<file path="src/rtl/la_capture_engine.sv">
// Trigger-capture engine: samples CH channels into a DEPTH-entry ring, keeping pretrig samples ahead of the trigger.
// Readout latency is 1 clock; rd_req is dropped outside DONE or after DEPTH reads (no backpressure).
module la_capture_engine #(
  parameter int CH    = 4,
  parameter int DEPTH = 16,
  parameter int AW    = $clog2(DEPTH),
  parameter int DIV_W = 8
) (
  input  logic             clk,
  input  logic             rst_n,
  input  logic [CH-1:0]    sample_in,
  input  logic             arm,
  input  logic [CH-1:0]    trig_mask,
  input  logic [CH-1:0]    trig_value,
  input  logic             trig_edge,
  input  logic [AW-1:0]    pretrig,
  input  logic [DIV_W-1:0] rate_div,
  input  logic             rd_req,
  output logic [CH-1:0]    rd_data,
  output logic             rd_valid,
  output logic             busy,
  output logic             triggered,
  output logic             done
);
  typedef enum logic [2:0] {S_IDLE, S_PRE, S_WAIT, S_POST, S_DONE} state_t;
  localparam logic [AW:0] DEPTH_L = (AW+1)'(DEPTH);

  state_t           state, state_nxt;
  logic             arm_q;
  logic [CH-1:0]    mask_q, value_q;
  logic             edge_q;
  logic [AW-1:0]    pretrig_q;
  logic [DIV_W-1:0] div_q, div_cnt;
  logic [AW-1:0]    wr_ptr, rd_ptr, trig_addr;
  logic [AW:0]      post_cnt, rd_cnt, post_need;
  logic             prev_match;
  logic [CH-1:0]    mem [DEPTH];

  logic             arm_rise, strobe, match, fire, wr_en, cap_active;
  logic [AW-1:0]    wr_ptr_inc, trig_sel;

  assign arm_rise   = arm & ~arm_q;
  assign strobe     = (div_cnt == '0);
  assign match      = (((sample_in ^ value_q) & mask_q) == '0);
  assign post_need  = DEPTH_L - {1'b0, pretrig_q};
  assign wr_ptr_inc = wr_ptr + AW'(1);
  assign cap_active = (state == S_PRE) || (state == S_WAIT) || (state == S_POST);
  assign busy       = cap_active;
  assign done       = (state == S_DONE);
  // When WAIT goes straight to DONE the trigger address is not registered yet.
  assign trig_sel   = fire ? wr_ptr : trig_addr;

  always_comb begin
    state_nxt = state;
    fire      = 1'b0;
    wr_en     = 1'b0;
    if (arm_rise) begin
      state_nxt = (pretrig == '0) ? S_WAIT : S_PRE;
    end else begin
      case (state)
        S_PRE: if (strobe) begin
          wr_en = 1'b1;
          if (wr_ptr_inc == pretrig_q) state_nxt = S_WAIT;
        end
        S_WAIT: if (strobe) begin
          wr_en = 1'b1;
          fire  = (mask_q == '0) || (edge_q ? (match && !prev_match) : match);
          if (fire) state_nxt = (post_need == (AW+1)'(1)) ? S_DONE : S_POST;
        end
        S_POST: if (strobe) begin
          wr_en = 1'b1;
          if (post_cnt + (AW+1)'(1) == post_need) state_nxt = S_DONE;
        end
        default: state_nxt = state;
      endcase
    end
  end

  always_ff @(posedge clk or negedge rst_n) begin
    if (!rst_n) begin
      state      <= S_IDLE;
      arm_q      <= 1'b0;
      mask_q     <= '0;
      value_q    <= '0;
      edge_q     <= 1'b0;
      pretrig_q  <= '0;
      div_q      <= '0;
      div_cnt    <= '0;
      wr_ptr     <= '0;
      rd_ptr     <= '0;
      trig_addr  <= '0;
      post_cnt   <= '0;
      rd_cnt     <= '0;
      prev_match <= 1'b0;
      triggered  <= 1'b0;
      rd_valid   <= 1'b0;
      rd_data    <= '0;
    end else begin
      arm_q    <= arm;
      state    <= state_nxt;
      rd_valid <= 1'b0;
      if (arm_rise) begin
        mask_q     <= trig_mask;
        value_q    <= trig_value;
        edge_q     <= trig_edge;
        pretrig_q  <= pretrig;
        div_q      <= rate_div;
        div_cnt    <= '0;
        wr_ptr     <= '0;
        rd_cnt     <= '0;
        post_cnt   <= '0;
        prev_match <= 1'b1;
        triggered  <= 1'b0;
      end else begin
        if (cap_active) div_cnt <= strobe ? div_q : div_cnt - DIV_W'(1);
        if (wr_en) wr_ptr <= wr_ptr_inc;
        if (state == S_WAIT && strobe) prev_match <= match;
        if (fire) begin
          trig_addr <= wr_ptr;
          post_cnt  <= (AW+1)'(1);
          triggered <= 1'b1;
        end
        if (state == S_POST && strobe) post_cnt <= post_cnt + (AW+1)'(1);
        // Oldest retained sample sits pretrig entries behind the trigger.
        if (state_nxt == S_DONE && state != S_DONE) rd_ptr <= trig_sel - pretrig_q;
        if (state == S_DONE && rd_req && rd_cnt != DEPTH_L) begin
          rd_data  <= mem[rd_ptr];
          rd_valid <= 1'b1;
          rd_ptr   <= rd_ptr + AW'(1);
          rd_cnt   <= rd_cnt + (AW+1)'(1);
        end
      end
    end
  end

  always_ff @(posedge clk) begin
    if (wr_en) mem[wr_ptr] <= sample_in;
  end

endmodule

</file>
<file path="config.mk">
export PLATFORM = sky130hd
export DESIGN_NAME = la_capture_engine
export DESIGN_NICKNAME = d
export VERILOG_FILES = /design/src/rtl/la_capture_engine.sv
export SDC_FILE = /design/constraint.sdc
export NUM_CORES = 1
export LEC_CHECK = 0
export ABC_AREA = 1
export CAP_MARGIN = 0
export CORE_UTILIZATION = 55
export DETAILED_ROUTE_END_ITERATION = 12
export HOLD_SLACK_MARGIN = 0.15
export PLACE_DENSITY_LB_ADDON = 0.3
export SLEW_MARGIN = 5
export SYNTH_ARGS = -nofsm -noshare
export SYNTH_HDL_FRONTEND = slang
export SYNTH_SLANG_ARGS = --single-unit
export TNS_END_PERCENT = 20
</file>
<file path="constraint.sdc">
create_clock -name clk -period 5.6 [get_ports clk]
set_input_delay 0.84 -clock clk [delete_from_list [all_inputs] [get_ports clk]]
set_output_delay 0.84 -clock clk [all_outputs]
set_load 0.01 [all_outputs]
</file>
==> impl_metrics.ini <==
[synth]
synth_nets = 682
ys_seq_elements = 126
synthArstFlopShare_pct = 49.2
synthesis.instances = 638
synth.avg_cell_area_um2 = 9.67
ys_seq_area_share_pct = 56.3
synth_edf_count = 64
syn_area_um2 = 6170
post_synth_num_cell_types = 45
ys.flop_type = edfxtp_1
yosysWarningCount = 0

[clocking]
cts_hold_buf = 0
clkLatencyLatePin_ns = 0.52
clkTransAtPathRegs_ns = 0.06
htreeDepth = 4
post-cts-setup-buffers = 0
numCtsBuffers = 17
cts_resized = 0
clockBufferDepth = 2
tritoncts = built
cts_sinks = 126
cts_root_buf = clkbuf_8

[timing]
final.setup.worst_slack_ns = 1.98
rsz0062_at_grt = no
hold_viol = 0
tightest_slew_ns = 1.14
finalSetupViolations = 0
min_period_over_period_pct = 64.6
final.setup.tns_ns = 0
slew_viol_final = 0
period_minus_slack_ns = 3.62
finClkSkew_ns = 0.00898
maxSlewHeadroom_pct = 24.1
max_freq_mhz = 276

[floorplanning]
rows = 38
die_x_um = 108
die_area_um2 = 11700
num_io_pins = 37
die_y_um = 108
initial_core_util_pct = 56.7
core_region_area_um2 = 10900

[worst_setup_path]
critical_path.endpoint_type = register
worstPathArrival_ns = 4.08
critical_path_class = input pin to register
crit_required_ns = 6.06
crit_path_max_fanout = 18
start_kind = input pin

[finish]
antennaDiodeCount = 0
drive_above_1_share_pct = 12.3
nets = 724
fin_area_um2 = 7220
syn_to_final_growth_pct = 17.0

[detailed_routing]
first_pass_iters = 5
routed-via-count = 4703
vias_per_cell = 5.65
drt_iter0_markers = 350
wl_um = 13100
wl_per_cell_um = 15.8
drc = 0
ant_nets = 0

[pwr]
clockPowerShare_pct = 32.9
p_leak_uw = 0.00300
internal_power_uw = 2070
combPwrFrac_pct = 28.5
power_frac_seq_pct = 38.5
peakVddDrop_mv = 0.284
p_per_area_nw_per_um2 = 433
p_sw_share_pct = 33.6
power.total_uw = 3120
p_switching_uw = 1050

[grt]
grt-ovfl-total = 0
grt_usage_pct = 24.9
grt_max_degree = 63
grt_pass1_vias = 4547
grt_pass1_wl_um = 21800
antenna_found_initial = 0

[placement]
place_ws_ns = 1.51
port_buffers = 36
dpl_cell_area_um2 = 6660
gp_congestion = 0.794
hpwl_um = 9010

[worst_hold_path]
hold_path_class = register to register

[run_status]
outcome = finished clean

[flow_run]
cap_violations = 0
layer usage:
layer	global-route usage, %	wire [um]	up-vias
li1	-	-	2257
met1	31.4	5540	2254
met2	41.0	6680	172
met3	6.51	719	20
met4	10.2	207	0
met5	0	0	-
worst paths after layout:
kind / start / to / slack, ns / cells after the start
min in group asynchronous: rst_n / rd_cnt[3]$_DFFE_PN0P_ / 0.49 / 2
worst max register to register: div_cnt[0]$_DFFE_PN0P_ / rd_ptr[3]$_DFFE_PN0P_ / 2.41 / 20
worst min register to register: div_q[1]$_DFFE_PN0P_ / div_q[1]$_DFFE_PN0P_ / 0.47 / 2
worst max-delay path: sample_in[0] / rd_ptr[3]$_DFFE_PN0P_ / 1.98 / 22
worst min-delay path: div_q[1]$_DFFE_PN0P_ / div_q[1]$_DFFE_PN0P_ / 0.47 / 2
max in group asynchronous: rst_n / wr_ptr[1]$_DFFE_PN0P_ / 4.57 / 2
state kept, by name (all words and copies together) (netlist names), 5 cells and up:
signal,flops
div_q,8
div_cnt,8
post_cnt,5
mem,64
rd_cnt,5
synthesized netlist by cell type (3+ instances only):
library cell | instances | area [um2]
nand2_1 | 141 | 529
a31oi_1 | 5 | 31.3
o32ai_1 | 7 | 61.3
o211ai_1 | 9 | 67.6
nor2_2 | 6 | 37.5
nand3_1 | 33 | 165
o21ai_0 | 48 | 240
inv_2 | 10 | 37.5
o22ai_1 | 9 | 56.3
nand2_2 | 3 | 18.8
nand3_2 | 7 | 70.1
ha_1 | 14 | 175
buf_2 | 3 | 15.0
clkbuf_1 | 12 | 45.0
dfrtp_1 | 62 | 1550
nand4_1 | 7 | 43.8
nor2_1 | 75 | 282
mux2i_1 | 9 | 90.1
nand2_4 | 3 | 33.8
o221ai_1 | 9 | 78.8
inv_1 | 52 | 195
xnor2_1 | 5 | 43.8
xor2_1 | 4 | 35.0
edfxtp_1 | 64 | 1920
a21oi_1 | 11 | 55.1
nor2_4 | 7 | 78.8
cells in the final DEF (no fill, tap or decap), types with 9 or more instances in the layout:
master,instances
inv_1,52
nor2_1,75
edfxtp_1,64
dfrtp_1,62
a21oi_1,11
o22ai_1,9
mux2i_1,9
o221ai_1,9
clkdlybuf4s50_1,35
nand3_1,33
nand2_1,141
inv_2,10
o211ai_1,9
ha_1,14
o21ai_0,48
clkbuf_16,16
cell families after synthesis:
logic type | Yosys count | synth area share, %
adders and majority gates | 15 | 3.16
AOI/OAI and AO/OA | 101 | 10.0
muxes | 9 | 1.46
buffers and inverters | 84 | 5.47
xor gates and xnor gates | 9 | 1.28
and+or+nand+nor | 294 | 22.3
DFF | 126 | 56.3
area by class of cell:
type	count	area [um2]
Fill cell	810	3660
Sequential cell	126	3470
Multi-Input combinational cell	428	2360
Clock buffer	20	445
Timing Repair Buffer	43	408
Inverter	64	243
Tap cell	140	175
Clock inverter	12	119
power groups by stage:
stage	logic [uW]	registers, uW	clock network, uW
global route	1000	1220	1080
CTS	896	1200	1040
finish	892	1200	1030
floorplan	687	1160	0
global placement	854	1210	0
detailed placement	888	1220	0
through the flow:
| step | utilization, % | hold WS [ns] | cells |
|---|---|---|---|
| 6_report | 66.4 | 0.470 | 833 |
| 3_3_place_gp | 61.2 | 0.448 | 801 |
| 2_1_floorplan | - | 0.434 | 638 |
| 3_5_place_dp | 61.2 | 0.455 | 801 |
| 5_1_grt | 66.4 | 0.485 | 833 |
| 4_1_cts | 66.4 | 0.465 | 833 |
critical path: stages:
cell and delay [ns]:
clkdlybuf4s50_1 0.84, inv_1 0.08, nand2_1 0.09, nand3_1 0.06, nand2_1 0.06, inv_1 0.05
nand3_1 0.06, nand2_1 0.14, nand3_2 0.16, inv_2 0.07, or2_2 0.28, o21ai_1 0.19
inv_1 0.08, ha_1 0.28, nand2_1 0.05, o21ai_0 0.18, xor2_1 0.19, nand3b_1 0.13
nand3_1 0.07, nand2_1 0.08, nand2_1 0.05, nand2_1 0.05
Note: power is estimated with default switching activity, not from simulation.
